[src/rtl/chip8_pkg.sv]
// Shared CHIP-8 definitions: CALL/RET sequencer state encoding and stack constants.
// STACK_OFFSET must stay in step with the stack base used by cpu_registers.
package chip8_pkg;

  typedef enum logic [3:0] {
    ST_IDLE,
    ST_PUSH_HI,
    ST_INC1,
    ST_PUSH_LO,
    ST_INC2,
    ST_DEC1,
    ST_POP_LO,
    ST_DEC2,
    ST_POP_HI,
    ST_LOAD
  } stack_state_e;

  localparam int          RET_OFFSET   = 2;
  localparam logic [15:0] STACK_OFFSET = 16'd240;
  localparam int          DEPTH_W      = 5;

  function automatic logic [15:0] calc_return_addr(input logic [15:0] pc,
                                                   input logic [15:0] offset);
    return pc + offset;
  endfunction

endpackage

[src/rtl/cpu_stack_ctrl.sv]
// CALL/RET sequencer: pushes/pops the 16-bit return address as two bytes through
// a req/ack byte port and drives the sp/pc strobes of cpu_registers.
module cpu_stack_ctrl #(
  parameter int STACK_DEPTH = 16,
  parameter int RET_OFFSET  = chip8_pkg::RET_OFFSET
) (
  input  logic        clk,
  input  logic        rst,
  input  logic        call_req,
  input  logic        ret_req,
  input  logic [11:0] call_target,
  input  logic [15:0] pc_cur,
  input  logic [15:0] sp_addr,
  output logic        sp_inc,
  output logic        sp_dec,
  output logic [15:0] pc_in,
  output logic        pc_inc,
  output logic        mem_req,
  output logic        mem_we,
  output logic [15:0] mem_addr,
  output logic [7:0]  mem_wdata,
  input  logic [7:0]  mem_rdata,
  input  logic        mem_ack,
  output logic        busy,
  output logic        done,
  output logic        fault,
  output logic [4:0]  depth
);

  import chip8_pkg::*;

  localparam logic [4:0] DEPTH_FULL = 5'(STACK_DEPTH);

  stack_state_e state_q, state_d;
  logic [4:0]   depth_q, depth_d;
  logic [15:0]  ret_addr_q, ret_addr_d;
  logic [11:0]  target_q, target_d;
  logic [7:0]   pop_lo_q, pop_lo_d;
  logic [15:0]  pc_in_q, pc_in_d;
  logic         sp_inc_q, sp_inc_d;
  logic         sp_dec_q, sp_dec_d;
  logic         mem_req_q, mem_req_d;
  logic         mem_we_q, mem_we_d;
  logic [7:0]   mem_wdata_q, mem_wdata_d;
  logic         pc_inc_q, pc_inc_d;
  logic         done_q, done_d;
  logic         fault_q, fault_d;

  always_comb begin
    state_d    = state_q;
    depth_d    = depth_q;
    ret_addr_d = ret_addr_q;
    target_d   = target_q;
    pop_lo_d   = pop_lo_q;
    pc_in_d    = pc_in_q;
    fault_d    = 1'b0;

    unique case (state_q)
      ST_IDLE: begin
        if (call_req) begin
          if (depth_q == DEPTH_FULL) begin
            fault_d = 1'b1;
          end else begin
            ret_addr_d = calc_return_addr(pc_cur, 16'(RET_OFFSET));
            target_d   = call_target;
            state_d    = ST_PUSH_HI;
          end
        end else if (ret_req) begin
          if (depth_q == 5'd0) begin
            fault_d = 1'b1;
          end else begin
            state_d = ST_DEC1;
          end
        end
      end
      ST_PUSH_HI: if (mem_ack) state_d = ST_INC1;
      ST_INC1:    state_d = ST_PUSH_LO;
      ST_PUSH_LO: if (mem_ack) state_d = ST_INC2;
      ST_INC2: begin
        depth_d = depth_q + 5'd1;
        pc_in_d = {4'h0, target_q};
        state_d = ST_LOAD;
      end
      ST_DEC1: begin
        depth_d = depth_q - 5'd1;
        state_d = ST_POP_LO;
      end
      ST_POP_LO: begin
        if (mem_ack) begin
          pop_lo_d = mem_rdata;
          state_d  = ST_DEC2;
        end
      end
      ST_DEC2:    state_d = ST_POP_HI;
      ST_POP_HI: begin
        if (mem_ack) begin
          pc_in_d = {mem_rdata, pop_lo_q};
          state_d = ST_LOAD;
        end
      end
      ST_LOAD:    state_d = ST_IDLE;
      default:    state_d = ST_IDLE;
    endcase
  end

  // Strobes are decoded from the next state so every output comes straight off a flop.
  always_comb begin
    sp_inc_d    = (state_d == ST_INC1) || (state_d == ST_INC2);
    sp_dec_d    = (state_d == ST_DEC1) || (state_d == ST_DEC2);
    mem_req_d   = (state_d == ST_PUSH_HI) || (state_d == ST_PUSH_LO) ||
                  (state_d == ST_POP_LO)  || (state_d == ST_POP_HI);
    mem_we_d    = (state_d == ST_PUSH_HI) || (state_d == ST_PUSH_LO);
    mem_wdata_d = 8'h00;
    if (state_d == ST_PUSH_HI) begin
      mem_wdata_d = ret_addr_d[15:8];
    end else if (state_d == ST_PUSH_LO) begin
      mem_wdata_d = ret_addr_d[7:0];
    end
    pc_inc_d    = (state_d == ST_LOAD);
    done_d      = (state_d == ST_LOAD);
  end

  always_ff @(posedge clk) begin
    if (rst) begin
      state_q     <= ST_IDLE;
      depth_q     <= 5'd0;
      ret_addr_q  <= 16'h0000;
      target_q    <= 12'h000;
      pop_lo_q    <= 8'h00;
      pc_in_q     <= 16'h0000;
      sp_inc_q    <= 1'b0;
      sp_dec_q    <= 1'b0;
      mem_req_q   <= 1'b0;
      mem_we_q    <= 1'b0;
      mem_wdata_q <= 8'h00;
      pc_inc_q    <= 1'b0;
      done_q      <= 1'b0;
      fault_q     <= 1'b0;
    end else begin
      state_q     <= state_d;
      depth_q     <= depth_d;
      ret_addr_q  <= ret_addr_d;
      target_q    <= target_d;
      pop_lo_q    <= pop_lo_d;
      pc_in_q     <= pc_in_d;
      sp_inc_q    <= sp_inc_d;
      sp_dec_q    <= sp_dec_d;
      mem_req_q   <= mem_req_d;
      mem_we_q    <= mem_we_d;
      mem_wdata_q <= mem_wdata_d;
      pc_inc_q    <= pc_inc_d;
      done_q      <= done_d;
      fault_q     <= fault_d;
    end
  end

  // sp only moves on our own strobes, so it is already stable for the whole access.
  assign mem_addr  = sp_addr;
  assign mem_req   = mem_req_q;
  assign mem_we    = mem_we_q;
  assign mem_wdata = mem_wdata_q;
  assign sp_inc    = sp_inc_q;
  assign sp_dec    = sp_dec_q;
  assign pc_in     = pc_in_q;
  assign pc_inc    = pc_inc_q;
  assign done      = done_q;
  assign fault     = fault_q;
  assign depth     = depth_q;
  assign busy      = (state_q != ST_IDLE);

  a_no_overlap: assert property (@(posedge clk) disable iff (rst)
    !(mem_req_q && (sp_inc_q || sp_dec_q)));

  a_depth_range: assert property (@(posedge clk) disable iff (rst)
    depth_q <= DEPTH_FULL);

endmodule
[config.mk]
export PLATFORM = sky130hd
export DESIGN_NAME = cpu_stack_ctrl
export DESIGN_NICKNAME = d
export VERILOG_FILES = /design/src/rtl/chip8_pkg.sv /design/src/rtl/cpu_stack_ctrl.sv
export SDC_FILE = /design/constraint.sdc
export NUM_CORES = 1
export LEC_CHECK = 0
export ABC_AREA = 1
export CORE_UTILIZATION = 47
export CTS_CLUSTER_DIAMETER = 30
export DETAILED_ROUTE_END_ITERATION = 6
export GPL_TIMING_DRIVEN = 0
export PLACE_DENSITY = 0.81
export SLEW_MARGIN = 30
export SYNTH_ARGS = -nofsm -noshare
export SYNTH_HDL_FRONTEND = slang
export SYNTH_SLANG_ARGS = --single-unit
[constraint.sdc]
create_clock -name clk -period 2.1 [get_ports clk]
set_input_delay 0.42 -clock clk [delete_from_list [all_inputs] [get_ports clk]]
set_output_delay 0.42 -clock clk [all_outputs]
set_load 0.03 [all_outputs]
==> flow_summary.yaml <==
final_layout:
  antenna_cells: 0
  instances_no_fill: 688
  final_util_pct: 65.99
  final_cell_mix: "nand2_1, clkdlybuf4s50_1, dfxtp_1, nor2_1, nand3_1"
  syn2layout_area_growth_pct: 34.90
  n_fill_cell: 639
  drive_gt1_share_pct: 12.22
  nNetsFinal: 647
  mostFrequentLayoutCell: "nand2_1"
logic_synthesis:
  synth_cell_type_count: 33
  syn_area_mm2: 0.003567
  synth_edf_count: 0
  async_flop_share_pct: 0
  syn_inst: 481
  yosys_warnings: 0
  synth_seq_cells: 75
  synth_ff_type: "dfxtp_1"
  syn_area_per_cell_um2: 7.416
  yosysSeqAreaShare_pct: 42.09
  syn_nets: 543
cts:
  root_buffer: "clkbuf_8"
  cts_tree: "yes"
  cts_made_buffers: 9
  cts.htree.levels: 3
  cts_max_path_buffers: 2
  clk_latency_ps: 350
  clkSlewWorstSetupHoldPaths_ps: 80
  cts_setup_buffers: 0
  clock-sinks: 75
global_routing:
  antenna_found_initial: 0
  grt_pass1_wl_mm: 14.19
  gr-usage-all-layers_pct: 23.36
  grt_max_degree: 14
  overflow: 0
  grt_pass1_vias: 3176
place:
  portBuffers: 93
  dpl.hpwl_mm: 6.683
  dp_cells: 673
  place.gp.congestion: 0.8930
sta:
  setup_viol: 0
  hold_violations: 0
  final.setup_skew_ps: 8.638
  fmax_mhz: 535.3
  holdWs_ps: 467.7
  fin_crit_ps: 1868
  worstMarginPinSlew_ps: 517.0
  slew_viol_final: 0
  fin_crit_sh_pct: 88.96
  rsz0062_at_grt: "false"
  maxSlewHeadroom_pct: 65.53
floorplan:
  die_height_um: 89.12
  initial_core_util_pct: 48.92
  die_area_mm2: 0.007942
  core-area_mm2: 0.007292
  rows: 31
  ioPinCount: 110
  die_w_um: 89.12
routing:
  first_pass_iters: 4
  dr.first_iter.drc_count: 173
  drc: 0
  avgRoutedWirePerCell_um: 12.86
  vias: 3516
  postRouteAntennaNets: 0
  wirelength_mm: 8.845
  vias_per_cell: 5.110
power_and_ir_drop:
  p_seq_share_pct: 42.9
  ir_worst_vdd_mv: 0.4627
  total_power_mw: 3.780
  p_clk_share_pct: 28.9
  powerDensity_mw_per_mm2: 785.6
  netSwitchingFraction_pct: 33.33
  switchingPower_mw: 1.260
  p_leak_nw: 2.037
  internal_power_mw: 2.520
  comb_power_share_pct: 28.2
worst_setup_path:
  crit_path_max_fanout: 4
  critical_path.top_delay_family: "buffers and inverters"
  path_class: "flop to output port"
  cp_cell_sequence: "clkdlybuf4s50_1"
  critical_path.slowest_cell: "clkdlybuf4s50_1"
  max_stage_delay_ps: 700
  critPathRequiredTime_ps: 1680
  start_kind: "flop"
  cp.arrival_ps: 1450
  cp-end-kind: "output port"
  critical_path_buf_inv_count: 1
run_status:
  outcome: "finished clean"
job:
  cap_violations: 0
hold_path:
  min_path_type: "flop to flop"
-- metrics by stage --
stage          TNS, ps  area, µm²  setup WS, ps
4_1_cts              0       4810         61.59
3_5_place_dp    -5.377       4622        -3.461
6_report             0       4812         231.9
5_1_grt              0       4812         8.421
2_1_floorplan        0       3567         268.7
3_3_place_gp         0       4622         25.75
-- cells in the mapped netlist (2+ instances only) --
master,n,area [µm²]
nand2_1,103,386.6
dfxtp_1,75,1501
nor2_1,62,232.7
nand3_1,43,215.2
o21ai_0,42,210.2
inv_1,30,112.6
a21oi_1,26,130.1
buf_4,19,142.6
a31oi_1,12,75.07
clkbuf_1,11,41.29
xnor2_1,7,61.31
nor2_4,6,67.56
buf_2,5,25.02
nand2_2,5,31.28
ha_1,4,50.05
inv_2,4,15.01
nor2_2,4,25.02
xor2_1,4,35.03
nand2_4,2,22.52
nand3_2,2,20.02
nor2_8,2,40.04
o21ai_2,2,17.52
-- routing by layer --
metal	global-route usage (%)	vias to the layer above	routed length, µm
met5	0	-	0
met4	9.380	0	178
met3	5.171	18	657
met2	38.24	155	4201
met1	29.99	1595	3807
li1	-	1748	-
-- sequential cells by signal, indices dropped and copies added, names as in the netlist, 4 cells and up --
name,flops
ret_addr_q,16
pc_in,16
state_q,4
mem_wdata,8
pop_lo_q,8
depth,5
target_q,12
-- worst reg2reg max path, stage by stage (launching register included) --
cell	delay, ps
dfxtp_2	400
inv_2	60
nor2_4	160
nand2_2	100
inv_1	120
ha_1	270
inv_1	60
nor2_1	30
o21ai_1	150
nand2_1	70
nand2_1	60
nand3_1	80
o21ai_1	140
a21oi_1	50
-- timing repair --
action                     in CTS  in global routing
gates resized for setup         1                  4
setup endpoints to repair       1                  1
hold buffers                    0                  0
pin swaps                       0                  0
-- worst paths after layout --
kind                                   from          end  slack (ps)  cells past startpoint
worst min register to register  target_q[4]  target_q[4]         470                      2
worst max register to register   state_q[2]     depth[4]         240                     13
worst max-delay path               depth[3]     depth[3]         230                      1
worst min-delay path            target_q[4]  target_q[4]         470                      2
-- cell families (layout without fill, tap and decap cells) --
logic type / after synthesis / count (layout) / share of synthesized area (%)
and+or+nand+nor: 234 / 234 / 30.48
AOI/OAI and AO/OA: 85 / 85 / 12.91
DFF: 75 / 75 / 42.09
buffers and inverters: 71 / 179 / 9.856
xor gates and xnor gates: 11 / 11 / 2.701
adders and majority gates: 5 / 5 / 1.964
-- cell type report --
cell class	count	area (µm²)	area share, %
Multi-Input combinational cell	335	1714	35.62
Sequential cell	75	1504	31.25
Timing Repair Buffer	93	929.6	19.32
Buffer	36	220.2	4.576
Inverter	35	131.4	2.730
Clock buffer	9	123.9	2.574
Tap cell	99	123.9	2.574
Clock inverter	6	65.06	1.352
-- power groups by stage --
| stage | logic, mW | clock network, mW | registers (mW) |
|---|---|---|---|
| 3_5_place_dp | 1.06 | 0 | 1.65 |
| 6_report | 1.07 | 1.09 | 1.62 |
| 3_3_place_gp | 1.04 | 0 | 1.65 |
| 4_1_cts | 1.07 | 1.11 | 1.62 |
| 2_1_floorplan | 0.566 | 0 | 1.76 |
| 5_1_grt | 1.16 | 1.17 | 1.64 |
No activity file was read; power rests on OpenSTA's default activity.
